File: src/rtl/write_back.sv
// -----------------------------------------------------------------------------
// write_back
//
// Write-back stage of a five-stage Y86-64 style pipeline. Holds the W pipeline
// register, the 15-entry general-purpose register file, the sticky processor
// status FSM and the retired-instruction counter.
//
// Ports
//   clk_i          single clock, all state updates on its rising edge
//   rst_i          synchronous, active-high reset
//   W_stall_i      hold the W register contents (wins over W_bubble_i)
//   W_bubble_i     load a bubble (nop) into the W register
//   M_icode_i      icode of the instruction leaving the memory stage
//   M_valE_i       ALU result from the memory stage
//   m_valM_i       memory read data
//   M_dstE_i       destination register for valE
//   M_dstM_i       destination register for valM
//   m_stat_i       status produced by the memory access
//   srcA_i/srcB_i  decode-stage register read addresses
//   W_*_o          registered W-stage fields, used by decode forwarding
//   rvalA_o/B_o    register file read data (combinational)
//   stat_o         sticky processor status (SAOK while running)
//   halted_o       processor stopped
//   retired_o      count of retired instructions (wraps silently)
//
// Handshake: there is no valid/ready pair at this boundary. Each rising edge
// the W register either holds (stall or halted), takes a bubble, or loads the
// M-side fields; an internal valid flag marks an entry that has not yet
// retired, so a held entry retires (counts and writes) exactly once.
// -----------------------------------------------------------------------------
module write_back #(
    parameter logic [3:0] RNONE = 4'hF,
    parameter logic [2:0] SAOK  = 3'd1,
    parameter logic [2:0] SHLT  = 3'd2,
    parameter logic [2:0] SADR  = 3'd3,
    parameter logic [2:0] SINS  = 3'd4
) (
    input  logic        clk_i,
    input  logic        rst_i,
    input  logic        W_stall_i,
    input  logic        W_bubble_i,
    input  logic [3:0]  M_icode_i,
    input  logic [63:0] M_valE_i,
    input  logic [63:0] m_valM_i,
    input  logic [3:0]  M_dstE_i,
    input  logic [3:0]  M_dstM_i,
    input  logic [2:0]  m_stat_i,
    input  logic [3:0]  srcA_i,
    input  logic [3:0]  srcB_i,
    output logic [3:0]  W_icode_o,
    output logic [63:0] W_valE_o,
    output logic [63:0] W_valM_o,
    output logic [3:0]  W_dstE_o,
    output logic [3:0]  W_dstM_o,
    output logic [2:0]  W_stat_o,
    output logic [63:0] rvalA_o,
    output logic [63:0] rvalB_o,
    output logic [2:0]  stat_o,
    output logic        halted_o,
    output logic [63:0] retired_o
);

    // icode loaded by a bubble
    localparam logic [3:0] INOP = 4'h1;
    // Architectural ID with no backing storage, independent of RNONE
    localparam logic [3:0] ID_NONE_HW = 4'hF;
    localparam int         NUM_REGS   = 15;

    typedef enum logic [0:0] {
        ST_RUN  = 1'b0,
        ST_HALT = 1'b1
    } state_t;

    // -------------------------------------------------------------------------
    // State
    // -------------------------------------------------------------------------
    logic [3:0]  r_icode;
    logic [63:0] r_valE;
    logic [63:0] r_valM;
    logic [3:0]  r_dstE;
    logic [3:0]  r_dstM;
    logic [2:0]  r_stat;
    logic        r_valid;

    logic [63:0] r_regs [0:NUM_REGS-1];

    state_t      r_state;
    logic [2:0]  r_halt_stat;
    logic [63:0] r_retired;

    // -------------------------------------------------------------------------
    // Derived control
    // -------------------------------------------------------------------------
    state_t      w_state_next;
    logic        w_halted;
    logic        w_enter_halt;
    logic        w_retire;
    logic        w_we_e;
    logic        w_we_m;

    assign w_halted = (r_state == ST_HALT);

    // An entry retires once: it must be unretired, error-free, and the
    // processor must still be running.
    assign w_retire = r_valid && (r_stat == SAOK) && !w_halted;

    // Register writes ride on retirement, so a stalled entry writes once and
    // a faulting entry never writes.
    assign w_we_e = w_retire && (r_dstE != RNONE) && (r_dstE != ID_NONE_HW);
    assign w_we_m = w_retire && (r_dstM != RNONE) && (r_dstM != ID_NONE_HW);

    assign w_enter_halt = (r_state == ST_RUN) && (w_state_next == ST_HALT);

    // -------------------------------------------------------------------------
    // W pipeline register
    // Priority: reset > halted (freeze) > stall (hold) > bubble > load
    // -------------------------------------------------------------------------
    always_ff @(posedge clk_i) begin
        if (rst_i) begin
            r_icode <= INOP;
            r_valE  <= '0;
            r_valM  <= '0;
            r_dstE  <= RNONE;
            r_dstM  <= RNONE;
            r_stat  <= SAOK;
            r_valid <= 1'b0;
        end else if (w_halted) begin
            // Frozen: the faulting context stays visible for debug.
            r_valid <= r_valid;
        end else if (W_stall_i) begin
            // Contents held; once the held entry has retired it must not
            // retire again on the following held cycles.
            r_valid <= r_valid && !w_retire;
        end else if (W_bubble_i) begin
            r_icode <= INOP;
            r_valE  <= '0;
            r_valM  <= '0;
            r_dstE  <= RNONE;
            r_dstM  <= RNONE;
            r_stat  <= SAOK;
            r_valid <= 1'b0;
        end else begin
            r_icode <= M_icode_i;
            r_valE  <= M_valE_i;
            r_valM  <= m_valM_i;
            r_dstE  <= M_dstE_i;
            r_dstM  <= M_dstM_i;
            r_stat  <= m_stat_i;
            r_valid <= 1'b1;
        end
    end

    assign W_icode_o = r_icode;
    assign W_valE_o  = r_valE;
    assign W_valM_o  = r_valM;
    assign W_dstE_o  = r_dstE;
    assign W_dstM_o  = r_dstM;
    assign W_stat_o  = r_stat;

    // -------------------------------------------------------------------------
    // Register file
    // The valM write is issued last so it wins when dstE == dstM (a popq of
    // %rsp must leave the popped value, not the incremented stack pointer).
    // -------------------------------------------------------------------------
    always_ff @(posedge clk_i) begin
        if (rst_i) begin
            for (int i = 0; i < NUM_REGS; i++) begin
                r_regs[i] <= '0;
            end
        end else begin
            if (w_we_e) begin
                r_regs[r_dstE] <= r_valE;
            end
            if (w_we_m) begin
                r_regs[r_dstM] <= r_valM;
            end
        end
    end

    // Reads see array contents only; a write on this edge becomes visible
    // after it, and decode forwarding from W_*_o covers the gap.
    always_comb begin
        rvalA_o = '0;
        rvalB_o = '0;
        if (srcA_i != ID_NONE_HW) begin
            rvalA_o = r_regs[srcA_i];
        end
        if (srcB_i != ID_NONE_HW) begin
            rvalB_o = r_regs[srcB_i];
        end
    end

    // -------------------------------------------------------------------------
    // Status FSM: state register
    // -------------------------------------------------------------------------
    always_ff @(posedge clk_i) begin
        if (rst_i) begin
            r_state     <= ST_RUN;
            r_halt_stat <= SAOK;
        end else begin
            r_state <= w_state_next;
            if (w_enter_halt) begin
                r_halt_stat <= r_stat;
            end
        end
    end

    // -------------------------------------------------------------------------
    // Status FSM: next-state logic
    // Only a real (valid) entry can stop the machine; bubbles carry SAOK.
    // Unknown status codes are treated as faults as well.
    // -------------------------------------------------------------------------
    always_comb begin
        w_state_next = r_state;
        case (r_state)
            ST_RUN: begin
                if (r_valid) begin
                    case (r_stat)
                        SAOK:             w_state_next = ST_RUN;
                        SHLT, SADR, SINS: w_state_next = ST_HALT;
                        default:          w_state_next = ST_HALT;
                    endcase
                end
            end
            ST_HALT: w_state_next = ST_HALT;
            default: w_state_next = ST_RUN;
        endcase
    end

    // -------------------------------------------------------------------------
    // Status FSM: outputs
    // -------------------------------------------------------------------------
    always_comb begin
        halted_o = w_halted;
        stat_o   = SAOK;
        if (w_halted) begin
            stat_o = r_halt_stat;
        end
    end

    // -------------------------------------------------------------------------
    // Retired-instruction counter (wraps modulo 2^64)
    // -------------------------------------------------------------------------
    always_ff @(posedge clk_i) begin
        if (rst_i) begin
            r_retired <= '0;
        end else if (w_retire) begin
            r_retired <= r_retired + 64'd1;
        end
    end

    assign retired_o = r_retired;

endmodule
File: config.mk
export PLATFORM = sky130hd
export DESIGN_NAME = write_back
export DESIGN_NICKNAME = d
export VERILOG_FILES = /design/src/rtl/write_back.sv
export SDC_FILE = /design/constraint.sdc
export NUM_CORES = 2
export LEC_CHECK = 0
export CORE_UTILIZATION = 61
export CTS_BUF_LIST = sky130_fd_sc_hd__clkbuf_8
export DETAILED_ROUTE_END_ITERATION = 10
export PLACE_DENSITY_LB_ADDON = 0.08
export SLEW_MARGIN = 20
export SYNTH_ARGS = -nofsm -noshare
export SYNTH_HDL_FRONTEND = slang
export SYNTH_SLANG_ARGS = --single-unit
File: constraint.sdc
create_clock -name clk_i -period 9.45 [get_ports clk_i]
set_input_delay 2.835 -clock clk_i [delete_from_list [all_inputs] [get_ports clk_i]]
set_output_delay 2.835 -clock clk_i [all_outputs]
set_load 0.02 [all_outputs]
# After elaboration in Yosys (flattened, before gate mapping)
# Memories as Yosys holds them, arrays and structs flattened.
# Cells that the tools add are included.
dict set report word_totals {
  elab_cells 60
  ff_bits 212
  mem_bits_rw 960
  n_memories 1
  output_inout_bits 339
  inputBits 155
}
# memory words word_bits read_ports rd_ports_with_merged_regs write_ports line
set memory_table {}
lappend memory_table {r_regs 15 64 2 0 15 85} ;# logic [63:0] r_regs [0:NUM_REGS-1];
dict set report op_classes {
  add_sub_neg 1
  mux 28
  n_bitwise 2
  reduce_logical 13
  n_eq_ne 5
}
# cell n
set ops {}
lappend ops {{2-to-1 mux 64 bit} 6}
lappend ops {{OR reduction 64 bit} 2}
lappend ops {{adder 64 x 1 -> 64 bit, second input constant} 1}
lappend ops {{2-to-1 mux 4 bit} 5}
lappend ops {{inequality test 4 bit, second input constant} 4}
lappend ops {{2-to-1 mux 1 bit} 14}
lappend ops {{logical AND 1 bit} 8}
lappend ops {{2-to-1 mux 3 bit} 2}
lappend ops {{equality test 3 x 1 -> 1 bit, second input constant} 1}
lappend ops {{logical NOT 1 bit} 2}
lappend ops {{inverter 1 bit} 2}
lappend ops {{case mux 1 bit (2 select lines)} 1}
lappend ops {{AND reduction 2 bit} 1}

# Longest topological paths before layout
dict set report logic_depth {
  depth_word 10
  mapped_depth 8
  ltp_nobuf 6
}

# Worst setup path after synthesis
# No wires, ideal clock.
dict set report synth_path {
  kind {input -> register}
  from {in rst_i}
  to {mem r_regs[12][0] (enable)}
  t_arrival_ps 8344
  setup_ps 574
  stages 5
  path_slack_ps 532
  cell_sequence {clkbuf_1 -> nor3b_2 -> nand3_2 -> clkbuf_1 -> o21ai_0}
}
# element line
set synth_lines {}
lappend synth_lines {{from (decl)} 39} ;# input logic rst_i,
lappend synth_lines {{to (decl)} 85}

# Worst setup path after layout
dict set report layout_path {
  from {in srcA_i[0]}
  to {out rvalA_o[52]}
}
dict set report layout_between {
  elab_chain_len 2
  word_cells_on_any_way 3
}
# element line
set layout_rtl {}
lappend layout_rtl {{from (decl)} 48} ;# input logic [3:0] srcA_i,
lappend layout_rtl {{memory read (15 x 64 bit) / inequality test 4 bit (equally long branches)} n/a}
lappend layout_rtl {{2-to-1 mux 64 bit (*)} 185} ;# if (srcA_i != ID_NONE_HW) begin
lappend layout_rtl {{to (decl)} 56} ;# output logic [63:0] rvalA_o,
# Mark *: on every way between the ends. The rest lies on a longest branch, timed or not.

==> summary by stage <==
Worst hold path
The worst hold path begins at retired_o[63]. The kind of path behind the tightest hold check is register to register.

Worst setup path
In this design, the stage delay of the slowest critical-path cell is between 500 and 600 ps. The source of the critical timing path is srcA_i[0]. STA classifies the critical path endpoint as an output pin. The cell that appears most often on the critical path is sky130_fd_sc_hd__mux4_2. The worst setup path is of the input port to output pin kind. The signal on the critical path passes through buf_8, buf_12, mux4_2, mux4_2, nor2b_1, clkdlybuf4s50_1. In this run the worst path has a maximum fanout of 44. On the critical path, the stage with the largest delay is an instance of sky130_fd_sc_hd__mux4_2. Data on the critical path arrives at its endpoint at ~5600 ps. The critical register-to-register path startpoint is W_stat_o[0]. STA puts the critical path data required time at 6620 ps. The element type at the critical path start is an input port.

Global routing
The total congestion overflow after global routing is 0. The wire length of the first global-routing pass is 326,100 um. The via count of the first global-routing pass is around 47,000.

Global routing used 42.51% of the available tracks. Entering global routing, the biggest net connects ~110 pins. The initial antenna violation count is 9.

Routing
The count of unresolved DRC violations after routing is 0. The routed wirelength normalized by instance count is 38.05 um. The via-per-instance ratio is a little under 8. The number of iterations in the first detailed-routing pass is 6. The number of routed nets with antenna violations is 0. The count of vias placed by the detailed router is 48,060.

For this block, the initial DRC count from the detailed router was 7,201. Wires add up to around 230,000 um.

CTS
The clock-pin slew of the registers on the worst-case setup and hold paths is 60 ps. The root buffer cell is sky130_fd_sc_hd__clkbuf_8. The post-CTS repair timing setup buffer count is 0. Counting every sink on the clock net gives between 1,000 and 1,500. The CTS buffer count is ~200. The source-to-sink clock delay at the later pin of the worst-skew pair is 920 ps. After clock tree synthesis, the repair step resized 0 gates. Counting along the longest clock path gives a buffer depth of 3. TritonCTS built the clock tree. After clock tree synthesis, the flow added hold-fix buffers numbering 0.

In this run the number of H-tree levels came out at 4.

STA
The post-route setup TNS is 0 ps. The total count of max-transition violations in the final report is 0. The worst hold slack is 480.8 ps. The clock arrives with about 44 ps of skew. The maximum achievable frequency is roughly 120 MHz. In this run the tightest slew margin relative to its limit is 12.49%. Setup repair after global routing left no endpoint under its margin.

At the pin with the least slew margin, the transition time is between 1000 and 1500 ps. The share of the clock period used by the worst path is 88.92%. The final number of hold-violating endpoints is 0. The total setup violations reported at the end of the flow is 0.

The clock period minus final worst setup slack is 8403 ps.

Floorplanning
In this run the horizontal extent of the chip is between 300 and 400 um. around 490 I/O pins were placed. The die extent in y is approximately 330 um.

The core footprint is about 0.11 sq mm. The initial core utilization is about three fifths. The floorplan has 120 rows.

The die covers 0.1091 sq mm.

Flow run
The tool flagged a number of max-cap violations equal to 0.

Logic synthesis
Yosys mapped a number of flops with a built-in enable equal to 1,024. The portion of netlist area occupied by mux cells is a little over a fifth. The cell taking the most area after synthesis is sky130_fd_sc_hd__edfxtp_1. The main combinational cell family by area after synthesis is multiplexers. For this run, the register share of the synthesized area comes to a little over half. The number of instances in the synthesized netlist is approximately 4,400.

The flip-flop and latch count after synthesis is between 1,000 and 1,500. The synthesized netlist devotes less than 1% of its cell area to XOR and XNOR gates. The fraction of registers with async set or reset after synthesis is 0%.

The cell area that synthesis handed to floorplanning was approximately 0.066 sq mm. A synthesized cell averages about 15 sq um. Sorting the synthesized cells by area gives the leading types as sky130_fd_sc_hd__edfxtp_1 (47%), sky130_fd_sc_hd__mux4_2 (22%), sky130_fd_sc_hd__a22o_1 (13%). The synthesized netlist contains 52 unique library cells. The compound-cell area share of the yosys netlist is approximately 15%. During synthesis, Yosys emitted a total of 0 warnings. The adder and majority gate portion of the synthesized area is less than 1%. The share of the synthesized area in the top cell type is between 40% and 50%. In the synthesized netlist the dominant register cell turns out to be sky130_fd_sc_hd__edfxtp_1. After Yosys synthesis, and, or, nand and nor cells account for under 10% of the synthesized area.

Final layout
The area growth from synthesis to final layout is 14.47%. Of the cells placed in the final design, the portion with a size suffix greater than 1 is between 20% and 30%. At the end of the flow, the number of nets in the layout was between 4,000 and 5,000.

Fill cells in the final layout number between 7,000 and 8,000. The utilization of the core after routing is a little over two thirds. The final instance area is 0.07526 sq mm.

Power and ir drop
The internal power is between 0.009 and 0.01 W. Per report_power, the sequential group accounts for 51.1% of the total. The share of total power in the clock network is around 37%. Total power for the finished layout comes to 0.01231 W. For this design the total switching power over the nets is approximately 0.0032 W. The largest vdd supply drop is approximately 0.11 mV.

The fraction of power consumed by combinational cells is between 10% and 20%. Dividing total power by cell area gives a power density of about 160 mW/mm^2. The leakage power total is around 26 nW.

The fraction of power spent switching nets is 25.99%.

Placement
Once placement finished, the instance area stood at 0.07134 sq mm. The HPWL after detailed placement is approximately 120,000 um. The weighted congestion reported at the end of routability-driven placement is about 0.85. The count of port buffers added during placement is around 490.

Outcome
The flow ran to the end, and the final reports show no timing, DRC or antenna violations.
-- final cells by class --
class | instances | area [sq um] | area share [%]
multi-input cells | 2469 | 28260 | 37.55
repair buffers | 623 | 6307 | 8.381
diodes | 2 | 5.005 | 0.006650
clock buffers | 234 | 3221 | 4.279
clock inverters | 146 | 688.2 | 0.9144
flip-flops and latches | 1236 | 34990 | 46.50
well taps | 1403 | 1755 | 2.333
inverters | 7 | 26.28 | 0.03491
-- worst max-delay path: cells and delay by family --
kind	cells	cell delay (ps)
mux	2	1040
buf+inv	3	1390
simple gates	1	190
-- per-stage QoR --
step                      setup WS, ps  instances
after floorplan                  531.5       4464
after global placement            1068       5738
after detailed placement          1036       5738
after CTS                         1029       6118
after global routing             927.0       6120
final                             1047       6120
-- logic make-up after synthesis --
logic type	after synthesis
muxes	641
DFF	1236
other	1
xor gates and xnor gates	26
adders and majority gates	1
and+or+nand+nor	547
AOI/OAI and AO/OA	1190
buffers and inverters	759
-- placed cells by master, fill, tap and decap left out, drive strengths merged, types with 16 or more instances in the layout --
| cell | synthesis | layout |
|---|---|---|
| nand4 | 22 | 22 |
| nor2 | 193 | 193 |
| a22o | 960 | 960 |
| nand2b | 19 | 19 |
| nor3 | 24 | 24 |
| o21ai | 16 | 16 |
| a22oi | 133 | 133 |
| dfxtp | 212 | 212 |
| o31ai | 25 | 25 |
| clkdlybuf4s50 | 0 | 484 |
| nor2b | 129 | 129 |
| clkinv | 0 | 65 |
| clkbuf | 516 | 235 |
| nor4 | 19 | 19 |
| edfxtp | 1024 | 1024 |
| mux4 | 640 | 640 |
| nand2 | 31 | 31 |
| or4 | 27 | 27 |
| inv | 7 | 79 |
| conb | 1 | 64 |
| or3 | 21 | 21 |
| nand3 | 22 | 22 |
| a21oi | 41 | 41 |
| buf | 236 | 138 |
-- cells in the mapped netlist, drive strengths merged (7+ instances only) --
cell type	instances
edfxtp	1024
a22o	960
mux4	640
clkbuf	516
buf	236
dfxtp	212
nor2	193
a22oi	133
nor2b	129
a21oi	41
nand2	31
or4	27
o31ai	25
nor3	24
nand3	22
nand4	22
or3	21
nand2b	19
nor4	19
o21ai	16
xnor2	13
xor2	13
o22ai	11
and3	9
and4	8
inv	7
or2	7
-- registers in the layout, summed over array words and instances (netlist names) --
signal / cells
W_dstE_o: 4
halted_o: 1
W_dstM_o: 4
r_regs: 1024
retired_o: 64
W_valM_o: 64
W_valE_o: 64
W_stat_o: 3
r_valid: 1
W_icode_o: 4
r_halt_stat: 3
-- power groups by stage --
stage          logic, W  registers, W  clock network (W)
3_5_place_dp    0.00144       0.00639                  0
4_1_cts         0.00144       0.00628            0.00455
3_3_place_gp    0.00143       0.00637                  0
6_report        0.00146       0.00629            0.00456
2_1_floorplan  0.000924       0.00629                  0
5_1_grt         0.00151       0.00631            0.00476
-- path summary, 6_finish.rpt --
kind / cells past startpoint / slack [ps] / endpoint
max reg2reg: 7 / 4590 / r_regs[11][42]
min reg2reg: 2 / 480 / retired_o[63]
max: 6 / 1050 / rvalA_o[52]
min: 2 / 480 / retired_o[63]
-- metal layers --
layer	part of all wire, %	vias up	track usage [%]	wire, um
met5	0.028	-	0.2609	66
met3	16	1017	14.04	36710
li1	-	18440	-	-
met2	45	4577	63.98	104400
met1	33	24020	55.43	77250
met4	6.2	10	22.14	14420
Note: power is estimated with default switching activity, not from simulation.
